[src/rtl/ssd_value_encoder_pkg.sv]
// Shared types and constants for the seven-segment value encoder: FSM states,
// segment patterns (active-low, bit 6 = a ... bit 0 = g) and the nibble adjust step.
package ssd_enc_pkg;

    localparam int WIDTH = 14;
    localparam logic [WIDTH-1:0] BCD_MAX = 14'd9999;

    typedef enum logic [1:0] {
        IDLE   = 2'd0,
        SHIFT  = 2'd1,
        ENCODE = 2'd2
    } state_e;

    localparam logic [6:0] SEG_0     = 7'b0000001;
    localparam logic [6:0] SEG_1     = 7'b1001111;
    localparam logic [6:0] SEG_2     = 7'b0010010;
    localparam logic [6:0] SEG_3     = 7'b0000110;
    localparam logic [6:0] SEG_4     = 7'b1001100;
    localparam logic [6:0] SEG_5     = 7'b0100100;
    localparam logic [6:0] SEG_6     = 7'b0100000;
    localparam logic [6:0] SEG_7     = 7'b0001111;
    localparam logic [6:0] SEG_8     = 7'b0000000;
    localparam logic [6:0] SEG_9     = 7'b0000100;
    localparam logic [6:0] SEG_BLANK = 7'b1111111;
    localparam logic [6:0] SEG_DASH  = 7'b1111110;

    // Add-3 on every nibble that would reach 10 or more after the next doubling.
    function automatic logic [15:0] bcd_adjust(input logic [15:0] bcd);
        logic [15:0] res;
        res = bcd;
        for (int n = 0; n < 4; n++) begin
            if (bcd[n*4 +: 4] >= 4'd5)
                res[n*4 +: 4] = bcd[n*4 +: 4] + 4'd3;
        end
        return res;
    endfunction

endpackage

[src/rtl/ssd_value_encoder_if.sv]
// Control-side bundle of the encoder: value/load in, busy/done status and the
// 28 active-low segment lines (digit 0 rightmost) out towards the ssd driver.
interface ssd_value_encoder_if;
    import ssd_enc_pkg::*;

    logic [WIDTH-1:0] value;
    logic             load;
    logic             busy;
    logic             done;
    logic a0, b0, c0, d0, e0, f0, g0;
    logic a1, b1, c1, d1, e1, f1, g1;
    logic a2, b2, c2, d2, e2, f2, g2;
    logic a3, b3, c3, d3, e3, f3, g3;

    modport master (
        output value, load,
        input  busy, done,
        input  a0, b0, c0, d0, e0, f0, g0,
        input  a1, b1, c1, d1, e1, f1, g1,
        input  a2, b2, c2, d2, e2, f2, g2,
        input  a3, b3, c3, d3, e3, f3, g3
    );

    modport slave (
        input  value, load,
        output busy, done,
        output a0, b0, c0, d0, e0, f0, g0,
        output a1, b1, c1, d1, e1, f1, g1,
        output a2, b2, c2, d2, e2, f2, g2,
        output a3, b3, c3, d3, e3, f3, g3
    );

endinterface

[src/rtl/ssd_digit_rom.sv]
// Combinational BCD digit to active-low abcdefg pattern; non-decimal codes go dark.
module ssd_digit_rom
    import ssd_enc_pkg::*;
(
    input  logic [3:0] bcd_i,
    output logic [6:0] seg_o
);

    always_comb begin
        seg_o = SEG_BLANK;
        case (bcd_i)
            4'd0:    seg_o = SEG_0;
            4'd1:    seg_o = SEG_1;
            4'd2:    seg_o = SEG_2;
            4'd3:    seg_o = SEG_3;
            4'd4:    seg_o = SEG_4;
            4'd5:    seg_o = SEG_5;
            4'd6:    seg_o = SEG_6;
            4'd7:    seg_o = SEG_7;
            4'd8:    seg_o = SEG_8;
            4'd9:    seg_o = SEG_9;
            default: seg_o = SEG_BLANK;
        endcase
    end

endmodule

[src/rtl/ssd_value_encoder.sv]
// Binary to four-digit seven-segment encoder: double dabble one bit per clock, 15-clock latency,
// segments registered only at the end. SSD_ENC_BLANK_EN enables leading-zero blanking.
module ssd_value_encoder
    import ssd_enc_pkg::*;
(
    input  logic               clk,
    input  logic               reset,
    ssd_value_encoder_if.slave bus
);

    state_e           state_q, state_d;
    logic [3:0]       cnt_q, cnt_d;
    logic [WIDTH-1:0] bin_q, bin_d;
    logic [15:0]      bcd_q, bcd_d;
    logic             ovf_q, ovf_d;
    logic [27:0]      seg_q, seg_d;
    logic             done_q, done_d;

    logic [15:0] bcd_adj;
    logic [6:0]  rom_seg [4];
    logic [6:0]  disp    [4];
    logic [3:0]  blank;

    assign bcd_adj = bcd_adjust(bcd_q);

    for (genvar g = 0; g < 4; g++) begin : g_rom
        ssd_digit_rom u_rom (
            .bcd_i (bcd_q[g*4 +: 4]),
            .seg_o (rom_seg[g])
        );
    end

`ifdef SSD_ENC_BLANK_EN
    // A digit goes dark only if it and every digit to its left are zero.
    always_comb begin
        blank    = 4'b0000;
        blank[3] = (bcd_q[15:12] == 4'd0);
        blank[2] = blank[3] && (bcd_q[11:8] == 4'd0);
        blank[1] = blank[2] && (bcd_q[7:4] == 4'd0);
    end
`else
    assign blank = 4'b0000;
`endif

    always_comb begin
        for (int g = 0; g < 4; g++) begin
            disp[g] = rom_seg[g];
            if (ovf_q)
                disp[g] = SEG_DASH;
            else if (blank[g])
                disp[g] = SEG_BLANK;
        end
    end

    always_comb begin
        state_d = state_q;
        cnt_d   = cnt_q;
        bin_d   = bin_q;
        bcd_d   = bcd_q;
        ovf_d   = ovf_q;
        seg_d   = seg_q;
        done_d  = 1'b0;
        case (state_q)
            IDLE: begin
                if (bus.load) begin
                    state_d = SHIFT;
                    cnt_d   = 4'(WIDTH - 1);
                    bin_d   = bus.value;
                    bcd_d   = '0;
                    ovf_d   = (bus.value > BCD_MAX);
                end
            end
            SHIFT: begin
                {bcd_d, bin_d} = {bcd_adj[14:0], bin_q, 1'b0};
                cnt_d          = cnt_q - 4'd1;
                if (cnt_q == 4'd0)
                    state_d = ENCODE;
            end
            ENCODE: begin
                seg_d   = {disp[3], disp[2], disp[1], disp[0]};
                done_d  = 1'b1;
                state_d = IDLE;
            end
            default: state_d = IDLE;
        endcase
    end

    always_ff @(posedge clk) begin
        if (!reset) begin
            state_q <= IDLE;
            cnt_q   <= '0;
            bin_q   <= '0;
            bcd_q   <= '0;
            ovf_q   <= 1'b0;
            seg_q   <= '1;
            done_q  <= 1'b0;
        end else begin
            state_q <= state_d;
            cnt_q   <= cnt_d;
            bin_q   <= bin_d;
            bcd_q   <= bcd_d;
            ovf_q   <= ovf_d;
            seg_q   <= seg_d;
            done_q  <= done_d;
        end
    end

    assign bus.busy = (state_q != IDLE);
    assign bus.done = done_q;
    assign {bus.a3, bus.b3, bus.c3, bus.d3, bus.e3, bus.f3, bus.g3,
            bus.a2, bus.b2, bus.c2, bus.d2, bus.e2, bus.f2, bus.g2,
            bus.a1, bus.b1, bus.c1, bus.d1, bus.e1, bus.f1, bus.g1,
            bus.a0, bus.b0, bus.c0, bus.d0, bus.e0, bus.f0, bus.g0} = seg_q;

endmodule

[src/flat_wrapper.sv]
// flat-port wrapper written by rule: the top's interface ports become plain ports
module ssd_value_encoder_flat import ssd_enc_pkg::*;
  (clk, reset, bus_value, bus_load, bus_busy, bus_done, bus_a0, bus_b0, bus_c0, bus_d0, bus_e0, bus_f0, bus_g0, bus_a1, bus_b1, bus_c1, bus_d1, bus_e1, bus_f1, bus_g1, bus_a2, bus_b2, bus_c2, bus_d2, bus_e2, bus_f2, bus_g2, bus_a3, bus_b3, bus_c3, bus_d3, bus_e3, bus_f3, bus_g3);
  ssd_value_encoder_if bus_i ();
  input  logic clk;
  input  logic reset;
  input wire logic [$bits(bus_i.value)-1:0] bus_value;
  input wire logic [$bits(bus_i.load)-1:0] bus_load;
  output wire logic [$bits(bus_i.busy)-1:0] bus_busy;
  output wire logic [$bits(bus_i.done)-1:0] bus_done;
  output wire logic [$bits(bus_i.a0)-1:0] bus_a0;
  output wire logic [$bits(bus_i.b0)-1:0] bus_b0;
  output wire logic [$bits(bus_i.c0)-1:0] bus_c0;
  output wire logic [$bits(bus_i.d0)-1:0] bus_d0;
  output wire logic [$bits(bus_i.e0)-1:0] bus_e0;
  output wire logic [$bits(bus_i.f0)-1:0] bus_f0;
  output wire logic [$bits(bus_i.g0)-1:0] bus_g0;
  output wire logic [$bits(bus_i.a1)-1:0] bus_a1;
  output wire logic [$bits(bus_i.b1)-1:0] bus_b1;
  output wire logic [$bits(bus_i.c1)-1:0] bus_c1;
  output wire logic [$bits(bus_i.d1)-1:0] bus_d1;
  output wire logic [$bits(bus_i.e1)-1:0] bus_e1;
  output wire logic [$bits(bus_i.f1)-1:0] bus_f1;
  output wire logic [$bits(bus_i.g1)-1:0] bus_g1;
  output wire logic [$bits(bus_i.a2)-1:0] bus_a2;
  output wire logic [$bits(bus_i.b2)-1:0] bus_b2;
  output wire logic [$bits(bus_i.c2)-1:0] bus_c2;
  output wire logic [$bits(bus_i.d2)-1:0] bus_d2;
  output wire logic [$bits(bus_i.e2)-1:0] bus_e2;
  output wire logic [$bits(bus_i.f2)-1:0] bus_f2;
  output wire logic [$bits(bus_i.g2)-1:0] bus_g2;
  output wire logic [$bits(bus_i.a3)-1:0] bus_a3;
  output wire logic [$bits(bus_i.b3)-1:0] bus_b3;
  output wire logic [$bits(bus_i.c3)-1:0] bus_c3;
  output wire logic [$bits(bus_i.d3)-1:0] bus_d3;
  output wire logic [$bits(bus_i.e3)-1:0] bus_e3;
  output wire logic [$bits(bus_i.f3)-1:0] bus_f3;
  output wire logic [$bits(bus_i.g3)-1:0] bus_g3;
  assign bus_i.value = bus_value;
  assign bus_i.load = bus_load;
  assign bus_busy = bus_i.busy;
  assign bus_done = bus_i.done;
  assign bus_a0 = bus_i.a0;
  assign bus_b0 = bus_i.b0;
  assign bus_c0 = bus_i.c0;
  assign bus_d0 = bus_i.d0;
  assign bus_e0 = bus_i.e0;
  assign bus_f0 = bus_i.f0;
  assign bus_g0 = bus_i.g0;
  assign bus_a1 = bus_i.a1;
  assign bus_b1 = bus_i.b1;
  assign bus_c1 = bus_i.c1;
  assign bus_d1 = bus_i.d1;
  assign bus_e1 = bus_i.e1;
  assign bus_f1 = bus_i.f1;
  assign bus_g1 = bus_i.g1;
  assign bus_a2 = bus_i.a2;
  assign bus_b2 = bus_i.b2;
  assign bus_c2 = bus_i.c2;
  assign bus_d2 = bus_i.d2;
  assign bus_e2 = bus_i.e2;
  assign bus_f2 = bus_i.f2;
  assign bus_g2 = bus_i.g2;
  assign bus_a3 = bus_i.a3;
  assign bus_b3 = bus_i.b3;
  assign bus_c3 = bus_i.c3;
  assign bus_d3 = bus_i.d3;
  assign bus_e3 = bus_i.e3;
  assign bus_f3 = bus_i.f3;
  assign bus_g3 = bus_i.g3;
  ssd_value_encoder u_core (.clk(clk), .reset(reset), .bus(bus_i));
endmodule
[config.mk]
export PLATFORM = sky130hd
export DESIGN_NAME = ssd_value_encoder_flat
export DESIGN_NICKNAME = d
export VERILOG_FILES = /design/src/rtl/ssd_value_encoder_pkg.sv /design/src/rtl/ssd_value_encoder_if.sv /design/src/rtl/ssd_digit_rom.sv /design/src/rtl/ssd_value_encoder.sv /design/src/flat_wrapper.sv
export SDC_FILE = /design/constraint.sdc
export NUM_CORES = 1
export LEC_CHECK = 0
export BUFFER_PORTS_ARGS = -buffer_cell sky130_fd_sc_hd__buf_2
export CAP_MARGIN = 20
export CELL_PAD_IN_SITES_DETAIL_PLACEMENT = 2
export CELL_PAD_IN_SITES_GLOBAL_PLACEMENT = 2
export CORE_ASPECT_RATIO = 1.4
export CORE_MARGIN = 4
export CORE_UTILIZATION = 32
export CTS_BUF_LIST = sky130_fd_sc_hd__clkbuf_8
export CTS_CLUSTER_SIZE = 25
export DETAILED_ROUTE_END_ITERATION = 10
export PLACE_DENSITY_LB_ADDON = 0.15
export SLEW_MARGIN = 20
export SYNTH_ARGS = -nofsm -noshare
export SYNTH_HDL_FRONTEND = slang
export SYNTH_SLANG_ARGS = --single-unit
[constraint.sdc]
create_clock -name clk -period 2.7 [get_ports clk]
set_clock_uncertainty 0.2 [all_clocks]
set_input_delay 0.27 -clock clk [delete_from_list [all_inputs] [get_ports clk]]
set_output_delay 0.27 -clock clk [all_outputs]
set_load 0.05 [all_outputs]
==> results.md <==
STA:
- For the pin with the worst max-slew slack, the measured transition is 0.579 ns.
- The accumulated negative setup slack is 0 ns.
- Setup violations remaining at the end of the flow were counted as 0.
- Headroom to the max-slew limit came out at 61.2%.
- Setup repair after global routing left no endpoint under its margin.
- The final critical path takes up 93.0% of the cycle.
- The number of failing hold endpoints at the final stage is 0.
- The smallest setup slack after layout is 0.190 ns.
- The worst path in the final design needs a cycle of 2.51 ns, including I/O delays and setup.
- The number of pins exceeding their max-slew limit in the final report is 0.
- For this run, the top clock speed supported by timing is 398 MHz.

Critical path:
- The kind of start point of the critical path is a flop.
- The critical path start-end classification is reg2reg.
- In this run the critical register-to-register path is captured at u_core.g_rom[1].u_rom.seg_o[3]$_DFF_P_.
- The startpoint identified for the worst register-to-register timing path is u_core.bcd_q[0]$_SDFFE_PN0N_.
- The kind of end point of the critical path is a flop.
- The source of the critical timing path is u_core.bcd_q[0]$_SDFFE_PN0N_.
- The number of cells on the worst reg-to-reg path is 11.
- The required arrival time at the worst endpoint is 2.75 ns.
- In this run the register-to-register setup slack is 0.19 ns.
- The critical path ends at u_core.g_rom[1].u_rom.seg_o[3]$_DFF_P_.
- The signal arrival time at the worst endpoint is 2.56 ns.
- In this run the worst path has a maximum fanout of 7.

Die:
- In this run the vertical extent of the chip is 148 um.
- The width of the chip is 108 um.
- The I/O pin count is 47.
- The starting density of the core is 32.5%.
- The core region is 13800 um2.
- The total number of placement rows is 51.
- The die covers 16000 um2.

Synthesis:
- The sequential fraction of the synthesis area is 41.8%.
- After synthesis the cells add up to 4500 um2.
- The number of storage elements in the synthesis netlist is 94.
- The gate count of the mapped netlist is 515.
- For this run, the leading register cell type out of synthesis is sky130_fd_sc_hd__dfxtp_1.
- Synthesis produced a netlist with a net count of 565.
- The number of synthesized flops with an enable pin is 0.
- The number of library cell types mapped by synthesis is 62.
- A synthesized cell averages 8.74 um2.
- For this run, the number of Yosys warnings is 0.
- For this run, asynchronously set or reset flops after synthesis account for 0%.

Detailed routing:
- For this block, the routed nets add up to 12600 um of wire.
- The remaining design rule violation count is 0.
- Summing over every cut layer, the via total after detailed routing is 3864.
- Dividing the detail-routed wire length by the instance count gives 16.6 um.
- For this run, the detailed router's first-pass iteration total came to 4.
- The count of nets left with antenna violations once routing finished came out at 0.
- In this run, the number of DRC markers left after iteration 0 of detailed routing was 135.
- The per-cell via count in the routed design is 5.06.

Clock tree:
- After clock tree synthesis, the clock-pin slew on the worst setup and hold paths is 0.09 ns.
- The clock reaches the later pin of the worst-skew pair after 0.38 ns.
- TritonCTS built the clock tree.
- The clock buffer count from CTS is 9.
- The clock sink count is 94.
- The buffer depth of the longest clock path is 2.
- Once the clock tree was built, the setup fixing pass inserted 0 buffers.
- The CTS root buffer is sky130_fd_sc_hd__clkbuf_8.
- The depth of the CTS H-tree is 3.

Placement:
- Routability-driven placement finished with a final weighted congestion of 0.784.
- Before CTS, the worst setup slack after placement is 0.117 ns.
- Input and output buffers added on the ports amount to 46.
- The detailed-placement wirelength estimate is 9340 um.
- The cell area after placement is 4960 um2.

Global route:
- The overflow left after global routing is 0.
- The initial antenna violation count is 0.
- Entering global routing, the biggest net connects 31 pins.
- The total track usage is 16.4%.
- The via count of the first global-routing pass is 4105.
- The global-route wire length before repair is 21000 um.

Finish:
- The fraction of layout cells with a size suffix above 1 is 18.9%.
- Measured on the finished design, the core utilization comes to 38.3%.
- Relative to the synthesized area, the layout overhead comes to 17.9%.
- The number of inserted filler cells in the final layout is 1605.
- The net count of the finished layout is 623.
- With fillers left out, the area of the finished cells amounts to 5310 um2.
- 0 antenna diodes ended up in the layout.

Run status:
- The run finished with clean final reports.

Hold path:
- The number of cells on the worst hold path is 3.
- The worst hold path class is in2reg.

Power:
- In this run the static leakage power is 2.34 nW.
- The power density relative to cell area is 551 nW/um2.
- The total power after layout is 2.92 mW.
- The worst-case IR drop observed on VDD is 0.222 mV.

Flow run:
- Max-cap violations in this run came to 0.
per-stage QoR:
stage	cells	hold slack (ns)
6_report	763	0.0143
5_1_grt	763	0.0387
4_1_cts	763	0.00634
3_5_place_dp	737	0.236
3_3_place_gp	737	0.234
2_1_floorplan	515	0.195
power by group:
group / internal (mW) / switching [mW]
Sequential: 1.45 / 0.0463
Clock: 0.432 / 0.544
Combinational: 0.152 / 0.300
Total: 2.03 / 0.891
what timing repair did:
action | in CTS | in global routing
gates resized for setup | 0 | 9
endpoints found under the setup margin | 0 | 13
hold endpoints to repair | 10 | 0
hold buffers | 10 | 0
final cells by class:
| class | count | area [um2] | area share [%] |
|---|---|---|---|
| Sequential cell | 94 | 1880 | 35.5 |
| Tap cell | 185 | 231 | 4.36 |
| Multi-Input combinational cell | 359 | 2400 | 45.2 |
| Timing Repair Buffer | 74 | 465 | 8.77 |
| Clock buffer | 9 | 124 | 2.33 |
| Inverter | 35 | 131 | 2.48 |
| Clock inverter | 7 | 71.3 | 1.34 |
cells in the final DEF (no fill, tap or decap), drive strengths merged, types with 5 or more instances in the layout:
cell / count
a31oi: 7
nor2: 42
dlygate4sd3: 10
and2: 9
nor3: 30
buf: 64
clkbuf: 9
nand2: 63
ha: 33
dfxtp: 94
a22oi: 8
inv: 37
a21oi: 18
and3: 7
nand3b: 5
nand3: 17
a22o: 8
a2111oi: 5
nand2b: 8
a211oi: 9
o21ai: 39
how the worst min path moves through the flow:
stage / from / to / slack (ns)
after floorplan: bus_value[12] / u_core.bin_q[12]$_SDFFE_PN0N_ / 0.20
after global placement: u_core.bin_q[9]$_SDFFE_PN0N_ / u_core.bin_q[10]$_SDFFE_PN0N_ / 0.23
after detailed placement: u_core.bin_q[7]$_SDFFE_PN0N_ / u_core.bin_q[8]$_SDFFE_PN0N_ / 0.24
after CTS: bus_value[1] / u_core.bin_q[1]$_SDFFE_PN0N_ / 0.006
after global routing: bus_value[13] / u_core.ovf_q$_SDFFE_PN0P_ / 0.04
final: bus_value[1] / u_core.bin_q[1]$_SDFFE_PN0N_ / 0.01
logic make-up (layout without fill, tap and decap cells):
| group | Yosys count | in the layout | share of synthesized area, % |
|---|---|---|---|
| flops | 94 | 94 | 41.8 |
| xor+xnor | 3 | 3 | 0.584 |
| buf+inv | 62 | 125 | 5.98 |
| compound gates | 128 | 128 | 21.0 |
| simple gates | 191 | 191 | 20.6 |
| fa+ha+maj | 33 | 33 | 9.18 |
| mux | 4 | 4 | 0.890 |
layer usage:
layer	global-route usage, %	wire [um]	vias up
met1	18.9	5340	1895
met2	30.5	6820	47
met5	0	0	-
met3	1.91	260	15
li1	-	-	1907
met4	5.94	222	0
Yosys cell counts (all sizes together), types with 2 or more instances:
library cell	instances	area share [%]
a2111oi	5	1.7
a211oi	9	1.9
a21boi	3	0.50
a21o	3	0.50
a21oi	18	2.0
a221o	2	0.44
a22o	8	1.6
a22oi	8	1.3
a311oi	2	0.39
a31oi	7	0.97
a32o	2	0.44
and2	9	1.3
and3	7	0.97
buf	12	1.8
clkbuf	15	1.3
dfxtp	94	42
ha	33	9.2
inv	35	2.9
mux2i	4	0.89
nand2	63	5.4
nand2b	8	1.1
nand3	17	1.9
nand3b	5	1.1
nor2	42	3.6
nor2b	4	0.61
nor3	30	3.4
nor4	3	0.42
nor4bb	2	0.44
o211a	2	0.44
o21a	2	0.33
o21ai	39	4.3
o21bai	2	0.58
o221ai	2	0.39
o22ai	4	0.56
o311ai	2	0.39
o31a	2	0.39
o31ai	2	0.75
xnor2	3	0.58
worst max-delay path, cell delays in order, from the launching register on:
cell and delay, ns:
sky130_fd_sc_hd__dfxtp_1 0.37, sky130_fd_sc_hd__inv_1 0.11, sky130_fd_sc_hd__ha_1 0.23, sky130_fd_sc_hd__nor2b_1 0.18, sky130_fd_sc_hd__nor3_1 0.07, sky130_fd_sc_hd__a21oi_1 0.19
sky130_fd_sc_hd__a2bb2oi_1 0.18, sky130_fd_sc_hd__buf_4 0.18, sky130_fd_sc_hd__inv_1 0.08, sky130_fd_sc_hd__ha_1 0.20, sky130_fd_sc_hd__nor3_1 0.28, sky130_fd_sc_hd__a311oi_1 0.10
sequential cells by signal (all words and copies together) (netlist names):
name and flops:
u_core.state_q 2, u_core.seg_q 28, u_core.g_rom.u_rom.seg_o 28, u_core.ovf_q 1, u_core.bin_q 14, u_core.cnt_q 4
u_core.bcd_q 16, u_core.bus.done 1
Power figures use the tool's default switching activity.
